<file path="src/rtl/soc_uart_pkg.sv">
// Shared register map, STATUS bit positions and serial FSM state type for the UART slice.
package pck_uart;

    localparam logic [1:0] REG_DATA   = 2'd0;
    localparam logic [1:0] REG_STATUS = 2'd1;
    localparam logic [1:0] REG_DIV    = 2'd2;

    localparam int STAT_TX_FULL   = 0;
    localparam int STAT_TX_EMPTY  = 1;
    localparam int STAT_RX_VALID  = 2;
    localparam int STAT_RX_OVERUN = 3;
    localparam int STAT_RX_FRAME  = 4;
    localparam int STAT_TX_ACTIVE = 5;

    typedef enum logic [1:0] {
        IDLE  = 2'd0,
        START = 2'd1,
        DATA  = 2'd2,
        STOP  = 2'd3
    } uart_state_t;

    // A divider of zero would stall the baud counters, so it behaves as one.
    function automatic logic [15:0] bit_period(input logic [15:0] div);
        return (div == 16'd0) ? 16'd1 : div;
    endfunction

endpackage

</file>
<file path="src/rtl/soc_fifo_sync.sv">
// Single-clock FIFO; pointers carry one extra wrap bit so full and empty need no counter.
module soc_fifo_sync #(
    parameter int p_width = 8,
    parameter int p_depth = 8
) (
    input  logic               i_clk,
    input  logic               i_rst_n,
    input  logic               push,
    input  logic [p_width-1:0] wr_data,
    input  logic               pop,
    output logic [p_width-1:0] rd_data,
    output logic               full,
    output logic               empty
);

    localparam int AW = $clog2(p_depth);

    logic [p_width-1:0] mem [p_depth];
    logic [AW:0]        wr_ptr;
    logic [AW:0]        rd_ptr;
    logic               pop_ok;
    logic               push_ok;

    // A pop in the same cycle frees the slot, so a push on a full FIFO still lands.
    assign pop_ok  = pop && !empty;
    assign push_ok = push && (!full || pop_ok);

    assign empty   = (wr_ptr == rd_ptr);
    assign full    = (wr_ptr[AW] != rd_ptr[AW]) && (wr_ptr[AW-1:0] == rd_ptr[AW-1:0]);
    assign rd_data = mem[rd_ptr[AW-1:0]];

    always_ff @(posedge i_clk) begin
        if (!i_rst_n) begin
            wr_ptr <= '0;
            rd_ptr <= '0;
        end else begin
            if (push_ok) wr_ptr <= wr_ptr + 1'b1;
            if (pop_ok)  rd_ptr <= rd_ptr + 1'b1;
        end
    end

    always_ff @(posedge i_clk) begin
        if (push_ok) mem[wr_ptr[AW-1:0]] <= wr_data;
    end

endmodule

</file>
<file path="src/rtl/soc_uart.sv">
// Memory-mapped 8N1 UART: TX FIFO feeding a serialiser, single-byte RX holding register,
// status flags and a programmable baud divider behind a one-cycle-ack bus slave.
module soc_uart
    import pck_uart::*;
#(
    parameter int p_fifo_depth = 8,
    parameter int p_div_reset  = 868
) (
    input  logic        i_clk,
    input  logic        i_rst_n,
    input  logic [31:0] i_addr,
    input  logic [3:0]  i_be,
    input  logic        i_wr_en,
    input  logic [31:0] i_wr_data,
    input  logic        i_rd_en,
    output logic [31:0] o_rd_data,
    output logic        o_busy,
    output logic        o_ack,
    input  logic        i_rx,
    output logic        o_tx
);

    localparam logic [15:0] DIV_RST = 16'(p_div_reset);

    logic [1:0]  reg_sel;
    logic        tx_push;
    logic        rd_data_reg;
    logic        rd_status;
    logic [15:0] div_q;
    logic [15:0] div_eff;
    logic [31:0] rd_mux;
    logic [5:0]  status;
    logic        unused_bits;

    uart_state_t tx_state;
    logic [15:0] tx_cnt;
    logic [15:0] tx_per;
    logic [2:0]  tx_bit;
    logic [7:0]  tx_shift;
    logic        tx_q;
    logic        tx_pop;
    logic        fifo_full;
    logic        fifo_empty;
    logic [7:0]  fifo_rd;

    uart_state_t rx_state;
    logic        rx_s1;
    logic        rx_s2;
    logic        rx_prev;
    logic [15:0] rx_cnt;
    logic [15:0] rx_per;
    logic [2:0]  rx_bit;
    logic [7:0]  rx_shift;
    logic [7:0]  rx_hold;
    logic        rx_valid;
    logic        rx_overrun;
    logic        rx_frame_err;

    assign reg_sel     = i_addr[3:2];
    assign tx_push     = i_wr_en && (reg_sel == REG_DATA) && i_be[0];
    assign rd_data_reg = i_rd_en && (reg_sel == REG_DATA);
    assign rd_status   = i_rd_en && (reg_sel == REG_STATUS);
    assign div_eff     = bit_period(div_q);
    assign unused_bits = ^{i_addr[31:4], i_addr[1:0], i_be[3:2], i_wr_data[31:16]};
    assign o_tx        = tx_q;

    // The FIFO is drained either from IDLE or at the last cycle of STOP, which keeps frames gapless.
    assign tx_pop = !fifo_empty && ((tx_state == IDLE) || ((tx_state == STOP) && (tx_cnt == 16'd0)));

    soc_fifo_sync #(
        .p_width (8),
        .p_depth (p_fifo_depth)
    ) u_tx_fifo (
        .i_clk   (i_clk),
        .i_rst_n (i_rst_n),
        .push    (tx_push),
        .wr_data (i_wr_data[7:0]),
        .pop     (tx_pop),
        .rd_data (fifo_rd),
        .full    (fifo_full),
        .empty   (fifo_empty)
    );

    always_comb begin
        status                 = '0;
        status[STAT_TX_FULL]   = fifo_full;
        status[STAT_TX_EMPTY]  = fifo_empty;
        status[STAT_RX_VALID]  = rx_valid;
        status[STAT_RX_OVERUN] = rx_overrun;
        status[STAT_RX_FRAME]  = rx_frame_err;
        status[STAT_TX_ACTIVE] = (tx_state != IDLE);
    end

    always_comb begin
        rd_mux = '0;
        case (reg_sel)
            REG_DATA:   rd_mux[7:0]  = rx_valid ? rx_hold : 8'h00;
            REG_STATUS: rd_mux[5:0]  = status;
            REG_DIV:    rd_mux[15:0] = div_q;
            default:    rd_mux       = '0;
        endcase
    end

    // Bus response stage: everything the master sees is registered one cycle after the strobe.
    always_ff @(posedge i_clk) begin
        if (!i_rst_n) begin
            o_ack     <= 1'b0;
            o_busy    <= 1'b0;
            o_rd_data <= '0;
            div_q     <= DIV_RST;
        end else begin
            o_ack     <= i_rd_en || i_wr_en;
            o_busy    <= tx_push && fifo_full && !tx_pop;
            o_rd_data <= i_rd_en ? rd_mux : '0;
            if (i_wr_en && (reg_sel == REG_DIV)) begin
                if (i_be[0]) div_q[7:0]  <= i_wr_data[7:0];
                if (i_be[1]) div_q[15:8] <= i_wr_data[15:8];
            end
        end
    end

    always_ff @(posedge i_clk) begin
        if (!i_rst_n) begin
            tx_state <= IDLE;
            tx_q     <= 1'b1;
            tx_cnt   <= '0;
            tx_bit   <= '0;
        end else begin
            case (tx_state)
                IDLE, STOP: begin
                    if (tx_state == STOP && tx_cnt != 16'd0) begin
                        tx_cnt <= tx_cnt - 16'd1;
                    end else if (tx_pop) begin
                        tx_per   <= div_eff;
                        tx_cnt   <= div_eff - 16'd1;
                        tx_shift <= fifo_rd;
                        tx_q     <= 1'b0;
                        tx_state <= START;
                    end else begin
                        tx_state <= IDLE;
                    end
                end
                START: begin
                    if (tx_cnt == 16'd0) begin
                        tx_cnt   <= tx_per - 16'd1;
                        tx_q     <= tx_shift[0];
                        tx_shift <= tx_shift >> 1;
                        tx_bit   <= '0;
                        tx_state <= DATA;
                    end else begin
                        tx_cnt <= tx_cnt - 16'd1;
                    end
                end
                DATA: begin
                    if (tx_cnt == 16'd0) begin
                        tx_cnt <= tx_per - 16'd1;
                        if (tx_bit == 3'd7) begin
                            tx_q     <= 1'b1;
                            tx_state <= STOP;
                        end else begin
                            tx_q     <= tx_shift[0];
                            tx_shift <= tx_shift >> 1;
                            tx_bit   <= tx_bit + 3'd1;
                        end
                    end else begin
                        tx_cnt <= tx_cnt - 16'd1;
                    end
                end
                default: tx_state <= IDLE;
            endcase
        end
    end

    // RX path: sampling points sit half a period after the synchronised falling edge.
    always_ff @(posedge i_clk) begin
        if (!i_rst_n) begin
            rx_s1        <= 1'b1;
            rx_s2        <= 1'b1;
            rx_prev      <= 1'b1;
            rx_state     <= IDLE;
            rx_cnt       <= '0;
            rx_bit       <= '0;
            rx_hold      <= '0;
            rx_valid     <= 1'b0;
            rx_overrun   <= 1'b0;
            rx_frame_err <= 1'b0;
        end else begin
            rx_s1   <= i_rx;
            rx_s2   <= rx_s1;
            rx_prev <= rx_s2;
            if (rd_data_reg) begin
                rx_valid   <= 1'b0;
                rx_overrun <= 1'b0;
            end
            if (rd_status) rx_frame_err <= 1'b0;
            case (rx_state)
                IDLE: begin
                    if (rx_prev && !rx_s2) begin
                        rx_per   <= div_eff;
                        rx_cnt   <= div_eff >> 1;
                        rx_state <= START;
                    end
                end
                START: begin
                    if (rx_cnt != 16'd0) begin
                        rx_cnt <= rx_cnt - 16'd1;
                    end else if (rx_s2) begin
                        rx_state <= IDLE;
                    end else begin
                        rx_cnt   <= rx_per - 16'd1;
                        rx_bit   <= '0;
                        rx_state <= DATA;
                    end
                end
                DATA: begin
                    if (rx_cnt != 16'd0) begin
                        rx_cnt <= rx_cnt - 16'd1;
                    end else begin
                        rx_shift <= {rx_s2, rx_shift[7:1]};
                        rx_cnt   <= rx_per - 16'd1;
                        rx_bit   <= rx_bit + 3'd1;
                        if (rx_bit == 3'd7) rx_state <= STOP;
                    end
                end
                STOP: begin
                    if (rx_cnt != 16'd0) begin
                        rx_cnt <= rx_cnt - 16'd1;
                    end else begin
                        rx_state <= IDLE;
                        if (rx_s2) begin
                            rx_hold  <= rx_shift;
                            rx_valid <= 1'b1;
                            if (rx_valid && !rd_data_reg) rx_overrun <= 1'b1;
                        end else begin
                            rx_frame_err <= 1'b1;
                        end
                    end
                end
                default: rx_state <= IDLE;
            endcase
        end
    end

endmodule
</file>
<file path="config.mk">
export PLATFORM = sky130hd
export DESIGN_NAME = soc_uart
export DESIGN_NICKNAME = d
export VERILOG_FILES = /design/src/rtl/soc_uart_pkg.sv /design/src/rtl/soc_fifo_sync.sv /design/src/rtl/soc_uart.sv
export SDC_FILE = /design/constraint.sdc
export NUM_CORES = 1
export LEC_CHECK = 0
export ABC_AREA = 1
export CAP_MARGIN = 25
export CORE_MARGIN = 2
export CORE_UTILIZATION = 54
export DETAILED_ROUTE_END_ITERATION = 10
export GPL_ROUTABILITY_DRIVEN = 0
export HOLD_SLACK_MARGIN = 0.02
export PLACE_DENSITY_LB_ADDON = 0.2
export SLEW_MARGIN = 10
export SYNTH_ARGS = -nofsm -noshare
export SYNTH_HDL_FRONTEND = slang
export SYNTH_SLANG_ARGS = --single-unit
</file>
<file path="constraint.sdc">
create_clock -name i_clk -period 3.1 [get_ports i_clk]
set_input_delay 0.93 -clock i_clk [delete_from_list [all_inputs] [get_ports i_clk]]
set_output_delay 0.93 -clock i_clk [all_outputs]
set_load 0.05 [all_outputs]
</file>
==> results of run 1 <==
-- power breakdown --
group / internal [W] / switching (W) / total (W) / leakage [nW]
clock: 0.00156 / 0.00113 / 0.00268 / 0.369
sequential: 0.00337 / 0.000324 / 0.00369 / 1.84
combinational: 0.00155 / 0.00324 / 0.00479 / 2.81
total: 0.00647 / 0.00469 / 0.0112 / 5.02
-- through the flow --
stage / total power [W] / cells / instance area (um^2) / worst slack [ns] / util
2_1_floorplan: 0.00736 / 1375 / 11100 / 0.322 / -
3_3_place_gp: 0.00834 / 1651 / 11800 / 0.248 / 0.583
3_5_place_dp: 0.00843 / 1651 / 11800 / 0.191 / 0.583
4_1_cts: 0.0111 / 1693 / 12500 / 0.510 / 0.620
5_1_grt: 0.0119 / 1693 / 12500 / 0.341 / 0.620
6_report: 0.0112 / 1693 / 12500 / 0.523 / 0.620
-- kinds of logic (layout without fill, tap and decap cells) --
| logic type | Yosys count | after routing | share of synthesized area |
|---|---|---|---|
| other | 1 | 16 | 0.000339 |
| adder cells (fa/ha/maj) | 21 | 21 | 0.0238 |
| AND/OR/NAND/NOR | 642 | 642 | 0.251 |
| AO/OA/AOI/OAI | 223 | 223 | 0.113 |
| flip-flops | 214 | 214 | 0.489 |
| XOR/XNOR | 39 | 39 | 0.0309 |
| multiplexers | 14 | 14 | 0.0127 |
| buffers and inverters | 206 | 254 | 0.0793 |
-- cell type report --
type / count / area (um^2) / share of cell area
clock buffers: 30 / 643 / 0.0514
clock inverters: 12 / 100 / 0.00801
inverters: 139 / 523 / 0.0418
multi-input cells: 955 / 4840 / 0.387
flip-flops and latches: 214 / 5410 / 0.432
well taps: 270 / 338 / 0.0270
repair buffers: 73 / 651 / 0.0520
-- routing by layer --
| layer | vias to the layer above | GRT usage | share of wire |
|---|---|---|---|
| met5 | - | 0 | 0 |
| met4 | 0 | 0.0673 | 0.024 |
| met3 | 46 | 0.0332 | 0.060 |
| met2 | 322 | 0.429 | 0.47 |
| met1 | 4306 | 0.359 | 0.45 |
| li1 | 4581 | - | - |
-- state kept, by name (all words and copies together) (netlist names), 2 cells and up, named ones only --
register	flops
rx_shift	8
o_rd_data	16
tx_per	16
rx_bit	3
tx_state	2
tx_shift	8
rx_hold	8
u_tx_fifo.wr_ptr	4
rx_per	16
tx_cnt	16
u_tx_fifo.rd_ptr	4
div_q	16
tx_bit	3
rx_cnt	16
u_tx_fifo.mem	64
-- worst max-delay path, delay by kind of cell, from the launching register on --
family,cells,cell delay (ns)
DFF,1,0.32
adders and majority gates,1,0.25
xor gates and xnor gates,1,0.14
buffers and inverters,1,0.14
AOI/OAI and AO/OA,1,0.09
and+or+nand+nor,10,1.51
-- how the worst min path moves through the flow --
| stage | slack [ns] | to | cells past startpoint |
|---|---|---|---|
| 3_3_place_gp | 0.39 | rx_s2 | 1 |
| 2_1_floorplan | 0.39 | rx_s2 | 1 |
| 4_1_cts | 0.41 | rx_s2 | 1 |
| 5_1_grt | 0.47 | rx_s2 | 1 |
| 3_5_place_dp | 0.40 | rx_s2 | 1 |
| 6_report | 0.41 | rx_s2 | 1 |
-- layout by cell type (no fill, tap or decap), types with 4 or more instances in the layout --
cell,n
edfxtp_1,112
nor2_2,15
nand2_1,288
nand2_4,5
o21ai_0,88
nor3_1,16
a21oi_1,78
nand2_2,6
clkbuf_1,4
ha_1,21
nand3_1,88
xor2_1,23
nor2_1,187
conb_1,16
nor3_2,4
xnor2_1,16
nand4_1,10
nand3b_1,7
clkdlybuf4s50_1,42
o211ai_1,9
dfxtp_1,102
clkbuf_16,24
clkinv_2,7
buf_4,30
o221ai_1,15
mux2i_1,14
o21ai_1,13
inv_1,133
a211oi_1,4
==> results.txt, run 1 <==
The largest single stage delay on the critical path is 0.32 ns. The number of synthesized flops with an enable pin is 112. Summed over all cells, the static leakage comes to 5.02 nW.

Setup repair after global routing left no endpoint under its margin. Clock-pin slew was measured on the worst setup and hold paths at 0.06 ns. For this design the top-level I/O count stands at 108. The post-detailed-route count of antenna-violating nets is 0. The mean routed wirelength per cell came out at 16.4 um.

Tracing the worst setup path back leads to its startpoint at div_q[8]. The hold path startpoint is rx_s1. The remaining routing DRC violations is 0. The die height came out at 147 um. The most common cell in the synthesized netlist is nand2_1. Once the clock tree was built, the setup fixing pass inserted 0 buffers. The wire length after detailed routing is 27800 um.

Counting stages on the worst path, the most repeated cell is nand2_1. TritonCTS created 23 clock buffers. The slew of the pin with the lowest slew margin is slightly above 0.9 ns. In this run the worst hold path is classified as flip-flop to flip-flop. The global routing usage summed across all routing layers came out at 0.258.

For this block, the initial DRC count from the detailed router was 698. For this run, the register share of the synthesized area comes to 0.489. The number of resized instances in the post-cts repair step is 0. The areal power density over the cells came out at 893 nW/um^2. The number of setup violations in the final report came out at 0. Data arrives at the worst endpoint at 2.97 ns.

The initial antenna violation count was 0. The total number of clock tree sinks came out at 214. The area share of the largest cell type after synthesis came out at 0.304. The horizontal die dimension came out at 147 um. The maximum fanout encountered on the critical timing path is 6. In this run the critical register-to-register path is captured at tx_cnt[6].

The maximum number of buffers from clock root to sink is 3. The worst slew slack as a fraction of its limit is 0.387. The total core area came out at 20200 um^2. The number of nets in the layout came out at 1500.

The master cell of the clock root buffer is clkbuf_16. TritonCTS built the clock tree. The number of hold buffers added after CTS is 0. For the final routed database, the setup TNS stands at 0 ns. The reported max-cap violation count is 0. The share of synthesized flip-flops with an asynchronous set or reset came out at 0. The detailed router placed 9255 vias in this run. The later-pin clock latency in the skew report is 0.53 ns. The number of standard-cell rows in the floorplan is 52. The data required time at the worst endpoint came out at 3.50 ns. The total count of max-transition violations in the final report is 0. The maximum ir drop on the vdd rail came out at 628 uV.

Entering global routing, the biggest net connects 39 pins. The layout-stage area growth over the synthesis result came out at 13.1%. Of all cell types, the one taking the most synthesized area is edfxtp_1. The most used flip-flop cell after synthesis is edfxtp_1.

The peak clock frequency supported by timing came out at ~390 MHz. The initial utilization of the core area, before any placement, comes to 0.548. The number of hold violations in the final report is 0. The sum of net half-perimeters after detailed placement is slightly above 20000 um.

Of the available clock period, the critical path in the final layout requires 0.831. In the routed layout, each cell is associated on average with a via count of 5.47. The worst clock skew on the final layout is 0.0177 ns. In this run the cell area of the synthesized design comes to 11100 um^2. By startpoint and endpoint, the worst setup path is classified as flip-flop to flip-flop. The shortest period the worst path allows came out at 2.58 ns. The proportion of layout cells with a drive suffix above 1 came out at 0.0794.

The depth of the most critical reg-to-reg path is 14. The die footprint came out at roughly 22000 um^2. The flow ran to the end, and the final reports show no timing, DRC or antenna violations.

The first TritonRoute pass finished after 5 iterations. Synthesis produced a netlist whose cell count is 1360. In this run, distinct cell masters in the synthesized netlist total between 50 and 60. The H-tree depth reported by CTS came out at 1. The antenna diode count came out at 0.

The number of global-route vias before repair is around 8500. Setup slack on the worst reg-to-reg path comes out at 0.52 ns. After global routing the overflow that remains totals 0.

The count of fill cells added during filler insertion is 1792. The global-route wire length before repair came out at 44500 um. STA classifies the critical path startpoint as a flip-flop. The average cell area after synthesis came out at a little over 8 um^2. The post-synthesis sequential element count is 214. The commonest cells after synthesis are nand2_1 (288), nor2_1 (187), inv_1 (133), edfxtp_1 (112), dfxtp_1 (102). STA classifies the critical path endpoint as a flip-flop. The count of yosys warnings during synthesis is 0. Final hold analysis gives a worst-case slack of 0.412 ns.

The startpoint identified for the worst register-to-register timing path is div_q[8]. The count of buffers inserted at the top-level ports is 43. Among all stages on the critical path, the largest delay is contributed by dfxtp_1.

The most critical setup path has its endpoint at tx_cnt[6]. Sorting the synthesized cells by area gives the leading types as edfxtp_1 (30%), dfxtp_1 (18%), nand2_1 (9.8%), nor2_1 (6.3%), inv_1 (4.5%). Traced cell by cell, the critical path runs through nor2_1 > nand2_1 > nor2_1 > nand2_1 > nand2_1 > inv_1 > ha_1 > nand2_1 > nor3_1 > xor2_1 > nand2_1 > o21ai_0 > nor3_1 > nor2_1.
No activity file was read; power rests on OpenSTA's default activity.
==> inputs of run 2 (changes only) <==
clock period = 2.5 ns   (was 3.1 ns; I/O delays follow)
==> results.txt, run 2 (synthesized netlist as in run 1, its figures left out) <==
The starting DRC count in detailed routing is 669 (-4.2%). The master cell of the clock root buffer is clkbuf_16. The count of buffers inserted at the top-level ports came out at 43 (unchanged).

The total core area is 20200 um^2 (unchanged). The mean routed wirelength per cell came out at 16.2 um (-1.2%). The type of the tightest min-delay check is flip-flop to flip-flop. By startpoint and endpoint, the worst setup path is classified as flip-flop to output port. The number of global-route vias before repair was 8891 (+4.0%).

The number of hold violations in the final report is 0 (unchanged). The share of the cycle needed by the critical path after routing is 0.968. The data required time at the worst endpoint came out at 1.75 ns (-1.75 ns).

The worst path arrival time was 1.67 ns (-1.30 ns). The number of nets in the layout was 1520 (+1.3%). In this design, the largest share of critical-path delay is due to buffers and inverters. The number of cells in the design after placement was 1671 (+1.2%). The via count normalized by instance count is 5.41 (-1.0%).

The number of flip-flops under the largest register name came to 64 (unchanged). The global routing usage summed across all routing layers came out at 0.261 (+0.00368). The effective utilization at floorplan came out at 0.548 (unchanged).

The maximum ir drop on the vdd rail is 774 uV (+23%). The worst clock skew on the final layout is 0.0252 ns (+0.00752 ns). The clock-pin slew on the worst setup and hold paths came out at 0.06 ns (about the same). The maximum fanout encountered on the critical timing path is 1 (-5). The sum of net half-perimeters after detailed placement is 20300 um (+0.74%). The areal power density over the cells was 1100 nW/um^2 (+23%).

The total count of max-transition violations in the final report came to 0 (unchanged). The number of standard-cell rows in the floorplan is 52 (unchanged). The maximum number of buffers from clock root to sink came out at 3 (unchanged). The run finished with clean final reports. The antenna diode count was 0 (unchanged).

Leaving out fill and tap cells, the most frequent cell in the layout is nand2_1. The count of fill cells added during filler insertion is 1774 (-1.0%). For this design, the slowest cell found on the critical path is clkdlybuf4s50_1. The total clock buffers created by CTS was 23 (unchanged). The flop-to-flop setup slack is 0.21 ns (-0.31 ns).

The largest stage delay on the critical path is 0.81 ns (+0.49 ns). Relative to the synthesized area, the layout overhead comes to 15.0%. The total I/O pin count is 108 (unchanged). The global route total overflow came to 0 (unchanged). The die footprint came out at 21600 um^2 (unchanged). TritonCTS built the clock tree. The horizontal die dimension came out at 147 um (unchanged). The proportion of layout cells with a drive suffix above 1 came out at 0.0956 (+0.0162).

STA classifies the critical path startpoint as a flip-flop. The via count came out at 9268 (+0.14%). The number of resized instances in the post-cts repair step is 0 (unchanged). The count of buffer and inverter cells on the critical path is 1 (unchanged). The wire length after detailed routing is 27800 um (unchanged). The placed standard-cell area is 11900 um^2 (+1.5%).

After layout, the minimum clock period comes to about 2.4 ns. The number of hold buffers added after CTS is 0 (unchanged). The reported max-cap violation count came to 0 (unchanged). The H-tree depth reported by CTS was 1 (unchanged).

The non-filler instance count after layout is 1713 (+1.2%). The multi-input logic area came out at 4860 um^2 (+0.31%). The remaining routing DRC violations was 0 (unchanged). The final instance area is 12700 um^2 (+1.7%). The global-route wire length before repair came out at 45600 um (+2.4%). The initial antenna violation count is 0 (unchanged). The setup fix buffers added after clock tree synthesis was 0 (unchanged).

The later-pin clock latency in the skew report was 0.52 ns (about the same). The worst setup path is captured at an output port. The worst slew slack as a fraction of its limit is 0.568 (+0.181). Timing would allow up to 413 MHz.

The library cells used most frequently in the layout, excluding fill and tap cells, are nand2_1 (286), nor2_1 (185), inv_1 (133), edfxtp_1 (112), dfxtp_1 (100). The die height is 147 um (unchanged). The total leakage power came out at 5.11 nW (+1.9%). The total number of clock tree sinks came to 214 (unchanged). The sequential standard cell area was 5410 um^2 (about the same).

The number of setup violations in the final report was 0 (unchanged). Traced cell by cell, the critical path runs through clkdlybuf4s50_1. The number of detailed-routing iterations run before antenna repair came to 5 (unchanged). The pin count of the biggest net entering global routing came out at 33 (-15%). The slew of the pin with the lowest slew margin was 0.647 ns (-0.272 ns). The post-detailed-route count of antenna-violating nets came out at 0 (unchanged).
## run 2: cell type report
cell class | instances | area share
Clock buffer | 29 | 0.0495
Tap cell | 270 | 0.0266
Sequential cell | 214 | 0.425
Clock inverter | 13 | 0.0103
Inverter | 139 | 0.0411
Multi-Input combinational cell | 955 | 0.382
Timing Repair Buffer | 93 | 0.0650
## run 2: final timing paths
check | start | end | depth (start not counted)
setup / recovery | o_rd_data[13] | o_rd_data[13] | 1
setup reg to reg | tx_cnt[0] | u_tx_fifo.mem[6][1] | 11
hold reg to reg | rx_s1 | rx_s2 | 1
hold / removal | rx_s1 | rx_s2 | 1
## run 2: metal layers
| layer | vias to the layer above | GRT usage | routed length [um] |
|---|---|---|---|
| met5 | - | 0 | 0 |
| met4 | 0 | 0.0707 | 682 |
| met3 | 54 | 0.0404 | 1900 |
| met2 | 321 | 0.428 | 12900 |
| met1 | 4283 | 0.365 | 12300 |
| li1 | 4610 | - | - |
## run 2: report_power, final
part,total (W),switching [W],internal [W]
registers,0.00456,0.000384,0.00418
clock network,0.00340,0.00140,0.00200
logic,0.00598,0.00399,0.00199
## run 2: metrics by stage
stage | hold WS, ns | TNS (ns) | util | setup WS, ns | total power (W)
after global placement | 0.394 | 0 | 0.592 | 0.0557 | 0.0104
after CTS | 0.434 | 0 | 0.629 | 0.0664 | 0.0139
final | 0.428 | 0 | 0.630 | 0.0799 | 0.0139
after detailed placement | 0.421 | 0 | 0.592 | 0.0381 | 0.0105
after floorplan | 0.393 | 0 | - | 0.120 | 0.00913
after global routing | 0.436 | -0.00315 | 0.630 | -0.00315 | 0.0150
